File: src/rtl/jogador_automatico_if.sv
// -----------------------------------------------------------------------------
// jogador_automatico_if
//
// Bundles every signal exchanged between the automatic player and the
// memory game (plus its status/debug outputs). Clock and reset are kept as
// plain ports on the modules that use this interface.
//
// Optional feature macro: ERRO_PROPOSITAL_EN adds the 'erra' input.
//
// Signals:
//   iniciar      start request towards the player
//   leds   [3:0] game LED outputs observed by the player
//   ganhou       game won
//   perdeu       game lost
//   erra         (ERRO_PROPOSITAL_EN only) corrupt the last item of replays
//   jogar        start pulse from the player to the game
//   botoes [3:0] button drive from the player to the game
//   ativo        player busy (not INICIAL / FIM)
//   resultado    00 none, 01 won, 10 lost
//   overflow     sticky: a round showed more items than the buffer holds
//   db_estado    player state encoding
//   db_contagem  items captured in the current round
//
// Modports:
//   master  the player side (jogador_automatico)
//   slave   the game / environment side
// -----------------------------------------------------------------------------
interface jogador_automatico_if;
  logic       iniciar;
  logic [3:0] leds;
  logic       ganhou;
  logic       perdeu;
`ifdef ERRO_PROPOSITAL_EN
  logic       erra;
`endif
  logic       jogar;
  logic [3:0] botoes;
  logic       ativo;
  logic [1:0] resultado;
  logic       overflow;
  logic [3:0] db_estado;
  logic [4:0] db_contagem;

  modport master (
`ifdef ERRO_PROPOSITAL_EN
    input  erra,
`endif
    input  iniciar, leds, ganhou, perdeu,
    output jogar, botoes, ativo, resultado, overflow, db_estado, db_contagem
  );

  modport slave (
`ifdef ERRO_PROPOSITAL_EN
    output erra,
`endif
    output iniciar, leds, ganhou, perdeu,
    input  jogar, botoes, ativo, resultado, overflow, db_estado, db_contagem
  );
endinterface

File: src/rtl/jogador_automatico.sv
// -----------------------------------------------------------------------------
// jogador_automatico
//
// Automatic player for the memory game. It pulses 'jogar' to start a game,
// captures the one-hot LED sequence shown each round into a small buffer and
// replays it on 'botoes' with fixed press/release timing, round after round,
// until the game reports ganhou or perdeu.
//
// Optional feature macro: ERRO_PROPOSITAL_EN. When defined the interface
// carries 'erra'; with erra=1 the last item of every replay is rotated left by
// one bit (1000 -> 0001) so the game's loss path can be exercised. When not
// defined the replay is always exact.
//
// Parameters:
//   DEPTH         maximum items captured per round
//   HOLD          cycles each button stays pressed
//   GAP           cycles of all-zero botoes after each press
//   IDLE          consecutive leds==0 cycles (after a capture) that end capture
//   JOGAR_CYCLES  width of the jogar pulse
//
// Ports:
//   clock  system clock
//   reset  asynchronous, active-high; clears all state
//   bus    jogador_automatico_if.master (see the interface for signal list)
// -----------------------------------------------------------------------------
module jogador_automatico #(
  parameter int DEPTH        = 16,
  parameter int HOLD         = 10,
  parameter int GAP          = 10,
  parameter int IDLE         = 100,
  parameter int JOGAR_CYCLES = 5
) (
  input  logic                    clock,
  input  logic                    reset,
  jogador_automatico_if.master    bus
);

  localparam int CW   = $clog2(DEPTH) + 1;           // item counter width
  localparam int AW   = $clog2(DEPTH);               // buffer address width
  localparam int TMAX = (HOLD > GAP) ? ((HOLD > JOGAR_CYCLES) ? HOLD : JOGAR_CYCLES)
                                     : ((GAP  > JOGAR_CYCLES) ? GAP  : JOGAR_CYCLES);
  localparam int TW   = $clog2(TMAX + 1);            // shared phase timer width
  localparam int IW   = $clog2(IDLE + 1);            // idle counter width

  localparam logic [3:0] S_INICIAL     = 4'd0;
  localparam logic [3:0] S_PULSA_JOGAR = 4'd1;
  localparam logic [3:0] S_ESPERA_LED  = 4'd2;
  localparam logic [3:0] S_CAPTURA     = 4'd3;
  localparam logic [3:0] S_PRESSIONA   = 4'd4;
  localparam logic [3:0] S_SOLTA       = 4'd5;
  localparam logic [3:0] S_FIM         = 4'd15;

  logic [3:0]    r_estado;
  logic [TW-1:0] r_timer;
  logic [IW-1:0] r_idle;
  logic [CW-1:0] r_contagem;
  logic [CW-1:0] r_idx;
  logic [3:0]    r_leds_prev;
  logic          r_jogar;
  logic [3:0]    r_botoes;
  logic [1:0]    r_resultado;
  logic          r_overflow;
  logic [3:0]    r_buf [DEPTH];

  logic          w_um_quente;
  logic          w_borda;
  logic          w_desfecho;
  logic          w_cheio;
  logic          w_grava;
  logic [AW-1:0] w_end_escrita;
  logic [CW-1:0] w_idx_prox;
  logic [AW-1:0] w_end_leitura;
  logic [3:0]    w_lido;
  logic [3:0]    w_item;

  // A capture is the 0000 -> one-hot transition of leds. Non-one-hot values
  // never qualify, and a value reached from another nonzero value does not
  // qualify either, so nothing is captured until leds returns to zero.
  assign w_um_quente = (bus.leds != 4'd0) && ((bus.leds & (bus.leds - 4'd1)) == 4'd0);
  assign w_borda     = (r_leds_prev == 4'd0) && w_um_quente;

  // The game's verdict overrides everything except the idle and final states.
  assign w_desfecho  = (bus.ganhou | bus.perdeu) &&
                       (r_estado != S_INICIAL) && (r_estado != S_FIM);

  assign w_cheio     = (r_contagem == CW'(DEPTH));

  // The first capture of a round always lands at index 0; later ones append
  // until the buffer is full, after which they are dropped.
  assign w_grava       = w_borda && !w_desfecho &&
                         ((r_estado == S_ESPERA_LED) ||
                          ((r_estado == S_CAPTURA) && !w_cheio));
  assign w_end_escrita = (r_estado == S_ESPERA_LED) ? '0 : r_contagem[AW-1:0];

  // Item for the next press: index 0 when leaving CAPTURA, idx+1 when
  // leaving SOLTA. The value is latched into r_botoes on state entry.
  assign w_idx_prox    = r_idx + CW'(1);
  assign w_end_leitura = (r_estado == S_SOLTA) ? w_idx_prox[AW-1:0] : '0;
  assign w_lido        = r_buf[w_end_leitura];

`ifdef ERRO_PROPOSITAL_EN
  logic w_ultimo;
  assign w_ultimo = (r_estado == S_SOLTA) ? ((w_idx_prox + CW'(1)) == r_contagem)
                                          : (r_contagem == CW'(1));
  assign w_item   = (bus.erra && w_ultimo) ? {w_lido[2:0], w_lido[3]} : w_lido;
`else
  assign w_item   = w_lido;
`endif

  // NOTE: the capture buffer has no reset; its contents are only read at
  // indices written earlier in the same round, so clearing it buys nothing.
  always_ff @(posedge clock) begin
    if (w_grava) begin
      r_buf[w_end_escrita] <= bus.leds;
    end
  end

  // NOTE: every state register is updated with non-blocking assignments so
  // all of them see the same pre-edge values of each other.
  always_ff @(posedge clock or posedge reset) begin
    if (reset) begin
      r_estado    <= S_INICIAL;
      r_timer     <= '0;
      r_idle      <= '0;
      r_contagem  <= '0;
      r_idx       <= '0;
      r_leds_prev <= 4'd0;
      r_jogar     <= 1'b0;
      r_botoes    <= 4'd0;
      r_resultado <= 2'b00;
      r_overflow  <= 1'b0;
    end else begin
      r_leds_prev <= bus.leds;

      if (w_desfecho) begin
        r_estado    <= S_FIM;
        r_botoes    <= 4'd0;
        r_jogar     <= 1'b0;
        // Loss wins over a simultaneous win.
        r_resultado <= {bus.perdeu, bus.ganhou & ~bus.perdeu};
      end else begin
        case (r_estado)
          S_INICIAL, S_FIM: begin
            if (bus.iniciar) begin
              r_estado    <= S_PULSA_JOGAR;
              r_jogar     <= 1'b1;
              r_timer     <= '0;
              r_contagem  <= '0;
              r_overflow  <= 1'b0;
              r_resultado <= 2'b00;
            end
          end

          S_PULSA_JOGAR: begin
            if (r_timer == TW'(JOGAR_CYCLES - 1)) begin
              r_jogar  <= 1'b0;
              r_timer  <= '0;
              r_estado <= S_ESPERA_LED;
            end else begin
              r_timer <= r_timer + TW'(1);
            end
          end

          S_ESPERA_LED: begin
            if (w_borda) begin
              r_contagem <= CW'(1);
              r_idle     <= '0;
              r_estado   <= S_CAPTURA;
            end
          end

          S_CAPTURA: begin
            if (w_borda) begin
              if (w_cheio) begin
                r_overflow <= 1'b1;
              end else begin
                r_contagem <= r_contagem + CW'(1);
              end
            end
            // Any nonzero leds (captured or not) restarts the idle window.
            if (bus.leds != 4'd0) begin
              r_idle <= '0;
            end else if (r_idle == IW'(IDLE - 1)) begin
              r_idle   <= '0;
              r_idx    <= '0;
              r_timer  <= '0;
              r_botoes <= w_item;
              r_estado <= S_PRESSIONA;
            end else begin
              r_idle <= r_idle + IW'(1);
            end
          end

          S_PRESSIONA: begin
            if (r_timer == TW'(HOLD - 1)) begin
              r_timer  <= '0;
              r_botoes <= 4'd0;
              r_estado <= S_SOLTA;
            end else begin
              r_timer <= r_timer + TW'(1);
            end
          end

          S_SOLTA: begin
            if (r_timer == TW'(GAP - 1)) begin
              r_timer <= '0;
              r_idx   <= w_idx_prox;
              if (w_idx_prox == r_contagem) begin
                r_estado <= S_ESPERA_LED;
              end else begin
                r_botoes <= w_item;
                r_estado <= S_PRESSIONA;
              end
            end else begin
              r_timer <= r_timer + TW'(1);
            end
          end

          default: begin
            r_estado <= S_INICIAL;
            r_botoes <= 4'd0;
            r_jogar  <= 1'b0;
          end
        endcase
      end
    end
  end

  assign bus.jogar       = r_jogar;
  assign bus.botoes      = r_botoes;
  assign bus.ativo       = (r_estado != S_INICIAL) && (r_estado != S_FIM);
  assign bus.resultado   = r_resultado;
  assign bus.overflow    = r_overflow;
  assign bus.db_estado   = r_estado;
  assign bus.db_contagem = 5'(r_contagem);

endmodule
File: src/flat_wrapper.sv
// flat-port wrapper written by rule: the top's interface ports become plain ports
module jogador_automatico_flat 
#(
  parameter int DEPTH        = 16,
  parameter int HOLD         = 10,
  parameter int GAP          = 10,
  parameter int IDLE         = 100,
  parameter int JOGAR_CYCLES = 5
)
  (clock, reset, bus_iniciar, bus_leds, bus_ganhou, bus_perdeu, bus_jogar, bus_botoes, bus_ativo, bus_resultado, bus_overflow, bus_db_estado, bus_db_contagem);
  jogador_automatico_if bus_i ();
  input  logic clock;
  input  logic reset;
  input wire logic [$bits(bus_i.iniciar)-1:0] bus_iniciar;
  input wire logic [$bits(bus_i.leds)-1:0] bus_leds;
  input wire logic [$bits(bus_i.ganhou)-1:0] bus_ganhou;
  input wire logic [$bits(bus_i.perdeu)-1:0] bus_perdeu;
  output wire logic [$bits(bus_i.jogar)-1:0] bus_jogar;
  output wire logic [$bits(bus_i.botoes)-1:0] bus_botoes;
  output wire logic [$bits(bus_i.ativo)-1:0] bus_ativo;
  output wire logic [$bits(bus_i.resultado)-1:0] bus_resultado;
  output wire logic [$bits(bus_i.overflow)-1:0] bus_overflow;
  output wire logic [$bits(bus_i.db_estado)-1:0] bus_db_estado;
  output wire logic [$bits(bus_i.db_contagem)-1:0] bus_db_contagem;
  assign bus_i.iniciar = bus_iniciar;
  assign bus_i.leds = bus_leds;
  assign bus_i.ganhou = bus_ganhou;
  assign bus_i.perdeu = bus_perdeu;
  assign bus_jogar = bus_i.jogar;
  assign bus_botoes = bus_i.botoes;
  assign bus_ativo = bus_i.ativo;
  assign bus_resultado = bus_i.resultado;
  assign bus_overflow = bus_i.overflow;
  assign bus_db_estado = bus_i.db_estado;
  assign bus_db_contagem = bus_i.db_contagem;
  jogador_automatico #(.DEPTH(DEPTH), .HOLD(HOLD), .GAP(GAP), .IDLE(IDLE), .JOGAR_CYCLES(JOGAR_CYCLES)) u_core (.clock(clock), .reset(reset), .bus(bus_i));
endmodule
File: config.mk
export PLATFORM = sky130hd
export DESIGN_NAME = jogador_automatico_flat
export DESIGN_NICKNAME = d
export VERILOG_FILES = /design/src/rtl/jogador_automatico_if.sv /design/src/rtl/jogador_automatico.sv /design/src/flat_wrapper.sv
export SDC_FILE = /design/constraint.sdc
export NUM_CORES = 1
export LEC_CHECK = 0
export ABC_AREA = 1
export CAP_MARGIN = 20
export CELL_PAD_IN_SITES_DETAIL_PLACEMENT = 1
export CELL_PAD_IN_SITES_GLOBAL_PLACEMENT = 1
export CORE_MARGIN = 2
export CORE_UTILIZATION = 50
export DETAILED_ROUTE_END_ITERATION = 10
export HOLD_SLACK_MARGIN = 0.12
export PLACE_DENSITY_LB_ADDON = 0.1
export SETUP_SLACK_MARGIN = 0.3
export SYNTH_ARGS = -nofsm -noshare
export SYNTH_HDL_FRONTEND = slang
export SYNTH_SLANG_ARGS = --single-unit
File: constraint.sdc
create_clock -name clock -period 3.7 [get_ports clock]
set_clock_uncertainty 0.15 [all_clocks]
set_input_delay 0.74 -clock clock [delete_from_list [all_inputs] [get_ports clock]]
set_output_delay 0.74 -clock clock [all_outputs]
set_load 0.005 [all_outputs]
==> metrics.txt, run 1 <==
status complete, no violations; final setup fails 0; area leader, netlist edfxtp_1; Synth area leaders edfxtp_1 (37%), dfrtp_1 (18%), nand2_1 (11%); Layout Area Growth over Synthesis 12.03%; count of input and output buffers 26; PwrDens 529.1 mW/mm2; Worst setup EP type flip-flop; # Post-CTS Setup Buffers 0; Fmax 346.3 MHz; total CTS buffers 9; Non-Filler Instances 751; Mapped Area 0.005136 mm2; FP Rows 36; setup_tns 0 ns; GPL Wtd Cong 0.8827; Seq/Total Area, Yosys 55.44%; DRC 0; crit path time final 2.888 ns; core region area 0.009864 mm2; Final ANT Viol Nets 0; cts hold-fix bufs 0; final wirelength 13760 um; Hold Path Depth 2; Longest Clk Path Bufs 2; largest net degree at the start of global routing 38; via count 4102; max_slew headroom 60.20%; ant diodes 0; r2r startpoint u_core.bus.db_estado[2]$_DFFE_PP0P_; grt total ovfl 0; unrepaired setup endpoints after global routing false; vias per cell 5.462; layout cells sized above 1 8.252%; Ports 27; Hold WC Path Type reg -> reg; crit path launch type flip-flop; PostCTS Resize Cnt 0; clk slew on worst S/H paths 0.10 ns; worst-margin pin slew 0.5948 ns; Synth Instances 581; # fillers 1178; syn avg cell area 8.840 um2; syn_nets 597; CP endpoint u_core.r_buf[8][1]$_DFFE_PP_; Final Max Tran Viols 0; Worst R2R End u_core.r_buf[8][1]$_DFFE_PP_; DR pass1 iterations 5; Ys Warns 0; crit path DAT 2.79 ns; crit path max fanout 6; clk_lat worst skew 0.39 ns; number of global-route vias before repair 4246; initial drt markers 367; Crit. Startpoint u_core.bus.db_estado[2]$_DFFE_PP0P_; final net count 629; final-report hold violation count 0; FF+latch count, synth 101; max cap viols 0; Yosys top cell area share 37.42%; WS Path Type reg -> reg; post-DP HPWL 10160 um; Die W 105.4 um; Critical Path RT 3.60 ns; routed len/inst 18.33 um; Clock Root Buffer clkbuf_8; GRT Resource Usage Total 26.20%; Lkg Pwr 2.412 nW; CTS tree yes; worst reg-to-reg path cell count 11; Max H-tree Level 3; post-synthesis cell type count 39; reg2reg setup slack 0.81 ns; Die Y 105.4 um; Sinks on Clock Net 101; fin crit share 78.05%; first-pass GRT wire length 22130 um; placed cell count 735; Initial Utilization 52.07%; antenna violations before repair 0; die area 0.01110 mm2; largest vdd supply drop 0.3418 mV
layout make-up:
type                    count  area (um2)  area share (%)
clock buffers              10       127.6           2.218
clock inverters             6       57.56           1.000
inverters                  59       224.0           3.892
multi-input cells         404        1981           34.42
flip-flops and latches    101        2848           49.49
well taps                 133       166.4           2.892
repair buffers             38       350.3           6.088
worst min path at each step:
stage | startpoint | to
finish | u_core.bus.overflow$_DFFE_PP0P_ | u_core.bus.overflow$_DFFE_PP0P_
global route | u_core.bus.resultado[1]$_DFFE_PP0P_ | u_core.bus.resultado[1]$_DFFE_PP0P_
CTS | u_core.bus.overflow$_DFFE_PP0P_ | u_core.bus.overflow$_DFFE_PP0P_
detailed placement | u_core.bus.overflow$_DFFE_PP0P_ | u_core.bus.overflow$_DFFE_PP0P_
global placement | u_core.bus.overflow$_DFFE_PP0P_ | u_core.bus.overflow$_DFFE_PP0P_
floorplan | u_core.r_idle[1]$_DFFE_PP0P_ | u_core.r_idle[1]$_DFFE_PP0P_
cells in the mapped netlist:
| cell type | number |
|---|---|
| nor2_4 | 1 |
| nor3_4 | 1 |
| nand2_1 | 154 |
| or2_1 | 1 |
| nand4_2 | 2 |
| o21ai_0 | 14 |
| nor3_1 | 3 |
| a21oi_1 | 9 |
| inv_2 | 4 |
| ha_1 | 7 |
| o211ai_1 | 1 |
| xor2_1 | 8 |
| clkbuf_1 | 4 |
| inv_1 | 54 |
| or2_0 | 1 |
| nor2_1 | 71 |
| o211ai_2 | 1 |
| o31ai_1 | 2 |
| o21ai_1 | 11 |
| edfxtp_1 | 64 |
| nand2_2 | 2 |
| a32o_1 | 1 |
| xnor2_1 | 3 |
| nor2_2 | 5 |
| a22oi_1 | 3 |
| nand4_1 | 7 |
| dfrtp_1 | 37 |
| buf_6 | 1 |
| a21oi_2 | 1 |
| nand3b_1 | 10 |
| o21ai_4 | 1 |
| buf_2 | 10 |
| nand3_2 | 4 |
| nor4_1 | 1 |
| nand3_1 | 77 |
| inv_4 | 1 |
| buf_1 | 2 |
| and2_1 | 1 |
| o21ai_2 | 1 |
cells in the final DEF, fill, tap and decap left out, drive strengths merged:
| cell | instances |
|---|---|
| edfxtp | 64 |
| clkinv | 2 |
| nand4 | 9 |
| clkinvlp | 1 |
| buf | 12 |
| nor2 | 77 |
| nor4 | 1 |
| nand3b | 10 |
| xor2 | 8 |
| a32o | 1 |
| o211ai | 2 |
| ha | 7 |
| nand2 | 156 |
| clkdlybuf4s50 | 26 |
| dfrtp | 37 |
| o21ai | 27 |
| xnor2 | 3 |
| a21oi | 10 |
| inv | 62 |
| and2 | 1 |
| a22oi | 3 |
| nor3 | 4 |
| or2 | 2 |
| nand3 | 81 |
| clkbuf | 10 |
| o31ai | 2 |
sequential cells by signal, indices dropped and copies added, names as in the netlist:
| register | count |
|---|---|
| u_core.bus.resultado | 2 |
| u_core.r_leds_prev | 4 |
| u_core.r_idle | 7 |
| u_core.r_timer | 4 |
| u_core.bus.jogar | 1 |
| u_core.bus.db_contagem | 5 |
| u_core.bus.db_estado | 4 |
| u_core.r_idx | 5 |
| u_core.r_buf | 64 |
| u_core.bus.overflow | 1 |
| u_core.bus.botoes | 4 |
routing by layer:
layer / routed length [um] / global-route usage (%) / up-vias
li1: - / - / 1987
met5: 0 / 0 / -
met2: 6788 / 44.19 / 99
met4: 268 / 7.238 / 0
met3: 617 / 5.751 / 20
met1: 6089 / 34.08 / 1996
report_power, final:
part,switching (mW),internal [mW],leakage [nW],total (mW)
clock network,0.412,0.259,0.0920,0.671
logic,0.690,0.345,1.26,1.03
registers,0.0763,1.26,1.06,1.34
total,1.18,1.87,2.41,3.04
stage by stage:
stage / cell area [um2] / hold slack [ns] / setup WS [ns] / total power, mW / util [%]
global placement: 5569 / 0.3319 / 0.6408 / 2.350 / 56.46
CTS: 5754 / 0.3813 / 0.8341 / 3.062 / 58.33
finish: 5754 / 0.3744 / 0.8123 / 3.045 / 58.33
detailed placement: 5569 / 0.3582 / 0.4939 / 2.388 / 56.46
global route: 5754 / 0.4073 / 0.6677 / 3.214 / 58.33
floorplan: 5136 / 0.3290 / 1.428 / 1.986 / -
critical path, stage by stage (launching register included):
cell	delay (ns)
dfrtp_1	0.47
nor2_1	0.20
inv_2	0.08
nor2_1	0.23
inv_1	0.18
nor2_4	0.23
inv_1	0.18
nand2_1	0.11
nand3_2	0.09
inv_2	0.13
nand4_2	0.13
nor2_1	0.36
cells by family after synthesis:
kind of cell               Yosys count  synth area share (%)
and+or+nand+nor                    341                 29.70
DFF                                101                 55.44
buffers and inverters               76                 5.993
AOI/OAI and AO/OA                   45                 5.286
xor gates and xnor gates            11                 1.876
adders and majority gates            7                 1.705
(Power assumes the default switching activity.)
==> inputs of run 2 (changes only) <==
--- a/config.mk
+++ b/config.mk
@@ -10,7 +10,7 @@
 export CELL_PAD_IN_SITES_DETAIL_PLACEMENT = 1
 export CELL_PAD_IN_SITES_GLOBAL_PLACEMENT = 1
 export CORE_MARGIN = 2
-export CORE_UTILIZATION = 50
+export CORE_UTILIZATION = 46
 export DETAILED_ROUTE_END_ITERATION = 10
 export HOLD_SLACK_MARGIN = 0.12
 export PLACE_DENSITY_LB_ADDON = 0.1
==> constraint.sdc (replaced) <==
create_clock -name clock -period 2.95 [get_ports clock]
set_clock_uncertainty 0.15 [all_clocks]
set_input_delay 0.59 -clock clock [delete_from_list [all_inputs] [get_ports clock]]
set_output_delay 0.59 -clock clock [all_outputs]
set_load 0.005 [all_outputs]
==> metrics.txt, run 2 (synthesis results as in run 1) <==
Largest Register u_core.r_buf (unchanged); final setup fails 0 (unchanged); Initial Utilization 47.17% (was 52.07%); Fmax 391.8 MHz; crit path max fanout 7 (was 6); final-report hold violation count 0 (unchanged); count of input and output buffers 26 (unchanged); commonest non-fill, non-tap cells in the layout nand2_1 (154), nand3_1 (77), edfxtp_1 (64) (was nand2_1 (154), nand3_1 (77), nor2_1 (71)); crit path DAT 1.81 ns (was 2.79 ns); crit path time final 2.553 ns; GPL Wtd Cong 0.8377 (was 0.8827); Non-Filler Instances 767 (was 751); WP depth 5 (was 11); CP bufs+invs 3 (was 4); total CTS buffers 9 (unchanged); ant diodes 0 (unchanged); GRT Resource Usage Total 25.35% (was 26.20%); Longest Clk Path Bufs 2 (unchanged); largest vdd supply drop 0.3818 mV (was 0.3418 mV); initial drt markers 292 (was 367); grt total ovfl 0 (unchanged); r2r startpoint u_core.bus.db_estado[2]$_DFFE_PP0P_ (unchanged); M2 GR Usage 41.84% (was 44.19%); worst reg-to-reg path cell count 9 (was 11); Die Y 109.7 um (was 105.4 um); placed cell count 750 (was 735); clk_lat worst skew 0.39 ns (about the same); via count 4161 (was 4102); cts hold-fix bufs 0 (unchanged); max_slew headroom 45.45% (was 60.20%); layout cells sized above 1 12.76% (was 8.252%); DR pass1 iterations 5 (unchanged); Layout Area Growth over Synthesis 15.27% (was 12.03%); max cap viols 0 (unchanged); Lkg Pwr 2.473 nW (was 2.412 nW); die area 0.01203 mm2 (was 0.01110 mm2); CP max stage cell clkdlybuf4s50_1 (was dfrtp_1); Sinks on Clock Net 101 (unchanged); most common cell after layout, fill and taps aside nand2_1 (unchanged); met3 Resource Use GR 3.794% (was 5.751%); max reg flops 64 (unchanged); crit-path leading delay family buffers and inverters (was simple AND/OR/NAND/NOR gates); CTS tree yes (unchanged); cell chain of the critical path buf_4 -> nand4_1 -> nand2_2 -> inv_4 -> clkdlybuf4s50_1 (was nor2_1 -> inv_2 -> nor2_1 -> inv_1 -> nor2_4 -> inv_1 -> nand2_1 -> nand3_2 -> inv_2 -> nand4_2 -> nor2_1); final wirelength 13880 um (was 13760 um); Final ANT Viol Nets 0 (unchanged); worst-margin pin slew 0.8182 ns (was 0.5948 ns); Max H-tree Level 3 (unchanged); reg2reg setup slack 0.43 ns (was 0.81 ns); largest net degree at the start of global routing 38 (unchanged); Hold Crit Start u_core.bus.botoes[1]$_DFFE_PP0P_ (was u_core.bus.overflow$_DFFE_PP0P_); GR peak layer met2 (unchanged); post-DP HPWL 10180 um (was 10160 um); Hold Slack 0.3830 ns (was 0.3744 ns); unrepaired setup endpoints after global routing true (was false); worst hold endpoint u_core.bus.botoes[1]$_DFFE_PP0P_ (was u_core.bus.overflow$_DFFE_PP0P_); M1 GR Usage 33.95% (was 34.08%); Clock Root Buffer clkbuf_8 (unchanged); first-pass GRT wire length 22580 um (was 22130 um); routed len/inst 18.10 um (was 18.33 um); FP Rows 38 (was 36); Ports 27 (unchanged); Hold WC Path Type reg -> reg (unchanged); number of global-route vias before repair 4402 (was 4246); Worst setup EP type output port (was flip-flop); WS Path Type reg -> out (was reg -> reg); Worst R2R End u_core.r_buf[12][1]$_DFFE_PP_ (was u_core.r_buf[8][1]$_DFFE_PP_); Die W 109.7 um (was 105.4 um); antenna violations before repair 0 (unchanged); final net count 638 (was 629); DRC 0 (unchanged); Hold Path Depth 2 (unchanged); PwrDens 676.4 mW/mm2 (was 529.1 mW/mm2); clk slew on worst S/H paths 0.09 ns (was 0.10 ns); Regs by FF count u_core.r_buf x64, u_core.r_idle x7 (unchanged); # fillers 1307 (was 1178); Final Max Tran Viols 0 (unchanged); crit-path max cell delay 0.51 ns (was 0.47 ns); fin crit share 86.53%; core region area 0.01089 mm2 (was 0.009864 mm2); setup_tns 0 ns (unchanged); crit path launch type flip-flop (unchanged); vias per cell 5.425 (was 5.462); status complete, no violations (unchanged); Critical Path RT 2.21 ns (was 3.60 ns)
==> run 2: cell types whose count changed in the layout (fill, tap and decap cells not counted), sizes merged <==
| cell | delta |
|---|---|
| buf | +9 |
| bufinv | +2 |
| clkbuf | -1 |
| clkinv | +1 |
| clkinvlp | -1 |
| inv | -1 |
==> run 2: cell type report <==
| class | count | area [um2] | area share, % |
|---|---|---|---|
| well taps | 140 | 175.2 | 2.959 |
| multi-input cells | 404 | 2028 | 34.26 |
| clock buffers | 9 | 123.9 | 2.092 |
| inverters | 59 | 226.5 | 3.825 |
| flip-flops and latches | 101 | 2851 | 48.16 |
| repair buffers | 47 | 417.9 | 7.058 |
| clock inverters | 7 | 97.59 | 1.648 |
==> run 2: worst max path at each step <==
stage                                              from                             to
global route        u_core.bus.db_estado[2]$_DFFE_PP0P_  u_core.r_buf[13][1]$_DFFE_PP_
CTS                 u_core.bus.db_estado[0]$_DFFE_PP0P_                      bus_ativo
global placement                            bus_leds[0]   u_core.r_buf[5][0]$_DFFE_PP_
finish              u_core.bus.db_estado[3]$_DFFE_PP0P_                      bus_ativo
floorplan           u_core.bus.db_estado[2]$_DFFE_PP0P_  u_core.r_buf[12][0]$_DFFE_PP_
detailed placement                          bus_leds[0]   u_core.r_buf[0][3]$_DFFE_PP_
==> run 2: worst reg2reg max path, cell delays in order (launching register included) <==
cell	delay [ns]
dfrtp_2	0.47
nor2_2	0.17
inv_2	0.08
nor2_1	0.18
inv_1	0.15
nor2_4	0.11
buf_4	0.16
a21oi_1	0.17
nor4_1	0.41
buf_4	0.20
==> run 2: stage by stage <==
stage | area [um2] | setup slack (ns) | total power [mW] | util (%)
after floorplan | 5136 | 0.6785 | 2.491 | -
after global placement | 5638 | 0.1978 | 2.976 | 51.78
after detailed placement | 5638 | 0.0008591 | 3.007 | 51.78
after CTS | 5863 | 0.3150 | 4.001 | 53.85
after global routing | 5921 | 0.2420 | 4.244 | 54.38
final | 5921 | 0.3974 | 4.005 | 54.38
==> run 2: timing repair <==
action / in CTS / in global routing
endpoints found under the setup margin: 1 / 69
buffers inserted: 0 / 1
gates resized for setup: 2 / 20
==> run 2: routing by layer <==
| layer | vias up | routed length, um |
|---|---|---|
| met5 | - | 0 |
| met4 | 0 | 255 |
| met3 | 16 | 532 |
| met2 | 75 | 6772 |
| met1 | 2061 | 6322 |
| li1 | 2009 | - |
==> run 2: where the power goes <==
part	leakage (nW)	total [mW]	internal [mW]	switching, mW
Sequential	1.06	1.68	1.59	0.0900
Clock	0.113	0.992	0.484	0.508
Combinational	1.30	1.33	0.457	0.878
Total	2.47	4.00	2.53	1.48
==> inputs of run 3 (changes only) <==
--- a/config.mk
+++ b/config.mk
@@ -9,8 +9,9 @@
 export CAP_MARGIN = 20
 export CELL_PAD_IN_SITES_DETAIL_PLACEMENT = 1
 export CELL_PAD_IN_SITES_GLOBAL_PLACEMENT = 1
+export CORE_ASPECT_RATIO = 0.5
 export CORE_MARGIN = 2
-export CORE_UTILIZATION = 46
+export CORE_UTILIZATION = 42
 export DETAILED_ROUTE_END_ITERATION = 10
 export HOLD_SLACK_MARGIN = 0.12
 export PLACE_DENSITY_LB_ADDON = 0.1
==> constraint.sdc (replaced) <==
create_clock -name clock -period 2.1 [get_ports clock]
set_clock_uncertainty 0.15 [all_clocks]
set_input_delay 0.42 -clock clock [delete_from_list [all_inputs] [get_ports clock]]
set_output_delay 0.42 -clock clock [all_outputs]
set_load 0.005 [all_outputs]
==> metrics.txt, run 3 (synthesis results as in run 1) <==
status complete, but fails checks (was complete, no violations); failing checks negative setup slack; worst setup margin -0.3540 ns (was 0.3974 ns); DP Area 0.006228 mm2 (was 0.005638 mm2); sw power 3.355 mW (was 1.476 mW); Comb pwr share 48.9% (was 33.3%); antenna violations before repair 0 (unchanged); crit path DAT 2.59 ns (was 1.81 ns); unrepaired setup endpoints after global routing true (unchanged); Die W 160.4 um (was 109.7 um); crit path max fanout 4 (was 7); crit path launch type flip-flop (unchanged); ant diodes 0 (unchanged); first-pass GRT wire length 26380 um (was 22580 um); fin crit share 116.9%; Finished Cell Area 0.008021 mm2 (was 0.005921 mm2); largest net degree at the start of global routing 38 (unchanged); final-report hold violation count 0 (unchanged); max_slew headroom 56.10% (was 45.45%); most common cell after layout, fill and taps aside nand2_1 (unchanged); Non-Filler Instances 893 (was 767); Final Max Tran Viols 0 (unchanged); Regs by FF count u_core.r_buf x64, u_core.r_idle x7 (unchanged); Max H-tree Level 3 (unchanged); layout cells sized above 1 45.74% (was 12.76%); Sw Share 39.90% (was 36.87%); grt total ovfl 0 (unchanged); via count 5263 (was 4161); worst reg-to-reg path cell count 13 (was 9); final setup fails 81 (was 0); max reg flops 64 (unchanged); commonest non-fill, non-tap cells in the layout nand2_1 (102), buf_4 (81), edfxtp_1 (64) (was nand2_1 (154), nand3_1 (77), edfxtp_1 (64)); CTS tree yes (unchanged); GPL Wtd Cong 0.7866 (was 0.8377); crit path time final 2.454 ns; post-DP HPWL 10540 um (was 10180 um); Ports 27 (unchanged); Final Power 8.410 mW (was 4.005 mW); Layout Area Growth over Synthesis 56.18% (was 15.27%); sequential share of power 28.0% (was 41.9%); DR pass1 iterations 5 (unchanged); vias per cell 5.894 (was 5.425); Lkg Pwr 3.388 nW (was 2.473 nW); number of global-route vias before repair 4796 (was 4402); DRC 0 (unchanged); placed cell count 823 (was 750); total CTS buffers 9 (unchanged); Hold Slack 0.2831 ns (was 0.3830 ns); Die Y 82.20 um (was 109.7 um); Clock Power Share 23.0% (was 24.8%); Initial Utilization 43.25% (was 47.17%); Clock Root Buffer clkbuf_16 (was clkbuf_8); WS Path Type reg -> reg (was reg -> out); Fmax 407.5 MHz; final net count 739 (was 638); core region area 0.01188 mm2 (was 0.01089 mm2); GRT Resource Usage Total 26.63% (was 25.35%); Hold WC Path Type in -> async (was reg -> reg); max cap viols 0 (unchanged); clk_lat worst skew 0.37 ns (was 0.39 ns); Worst setup EP type flip-flop (was output port); Critical Path RT 2.24 ns (was 2.21 ns); Longest Clk Path Bufs 2 (unchanged); die area 0.01318 mm2 (was 0.01203 mm2); worst-margin pin slew 0.6584 ns (was 0.8182 ns); Layout Utilization 67.54% (was 54.38%); initial drt markers 425 (was 292); FP Rows 28 (was 38); largest vdd supply drop 0.9052 mV (was 0.3818 mV); PwrDens 1048 mW/mm2 (was 676.4 mW/mm2); final wirelength 23200 um (was 13880 um); clk slew on worst S/H paths 0.09 ns (about the same); routed len/inst 25.98 um (was 18.10 um); Sinks on Clock Net 101 (unchanged); Largest Register u_core.r_buf (unchanged); Int Pwr 5.055 mW (was 2.528 mW); count of input and output buffers 26 (unchanged); Final ANT Viol Nets 0 (unchanged)
run 3: area by class of cell:
| type | count | area (um2) |
|---|---|---|
| inverters | 59 | 270.3 |
| flip-flops and latches | 101 | 2850 |
| repair buffers | 147 | 1484 |
| multi-input cells | 405 | 2882 |
| fillers | 1235 | 3855 |
| clock inverters | 7 | 103.9 |
| clock buffers | 9 | 225.2 |
| well taps | 165 | 206.4 |
run 3: power groups by stage:
stage               sequential (mW)  clock [mW]  combinational (mW)
floorplan                      2.38           0                1.18
global placement               2.37           0                2.16
detailed placement             2.37           0                2.19
CTS                            2.32        1.89                2.80
global route                   2.36        2.01                4.27
finish                         2.36        1.94                4.12
run 3: final timing paths:
path | startpoint | to | slack, ns
setup reg to reg | u_core.r_idx[0]$_DFFE_PP0P_ | u_core.bus.botoes[3]$_DFFE_PP0P_ | -0.35
hold reg to reg | u_core.bus.botoes[0]$_DFFE_PP0P_ | u_core.bus.botoes[0]$_DFFE_PP0P_ | 0.38
hold / removal | reset | u_core.r_idle[6]$_DFFE_PP0P_ | 0.28
setup / recovery | u_core.r_idx[0]$_DFFE_PP0P_ | u_core.bus.botoes[3]$_DFFE_PP0P_ | -0.35
max in group asynchronous | reset | u_core.bus.botoes[3]$_DFFE_PP0P_ | 1.31
min in group clock | u_core.bus.botoes[0]$_DFFE_PP0P_ | u_core.bus.botoes[0]$_DFFE_PP0P_ | 0.38
run 3: through the flow:
stage,TNS [ns],worst slack [ns]
final,-7.344,-0.3540
after global routing,-12.40,-0.3748
after CTS,-0.07507,-0.01581
after detailed placement,-33.00,-0.5003
after global placement,-29.24,-0.4186
after floorplan,-1.675,-0.05782
run 3: what timing repair did:
item | in CTS | in global routing
resized for setup | 102 | 191
pin swaps | 36 | 66
endpoints found under the setup margin | 106 | 104
hold buffers | 0 | 0
setup buffers | 21 | 26
gates cloned | 4 | 3
run 3: metal layers:
metal,vias to the layer above,GRT usage (%),wire length [um]
li1,2225,-,-
met1,2647,34.76,9158
met2,287,46.68,11200
met3,104,4.695,1633
met4,0,7.658,1206
met5,-,0,0
run 3: critical path: stages, from the launching register on:
cell and delay (ns):
dfrtp_1 0.46, ha_4 0.21, nand2_4 0.10, inv_1 0.09
nand3_1 0.14, nand2_1 0.12, nand2_1 0.16, nand2_1 0.14
nor2_2 0.21, nand3_2 0.14, nand3_2 0.12, buf_4 0.14
nand3_1 0.11, nand2_1 0.09
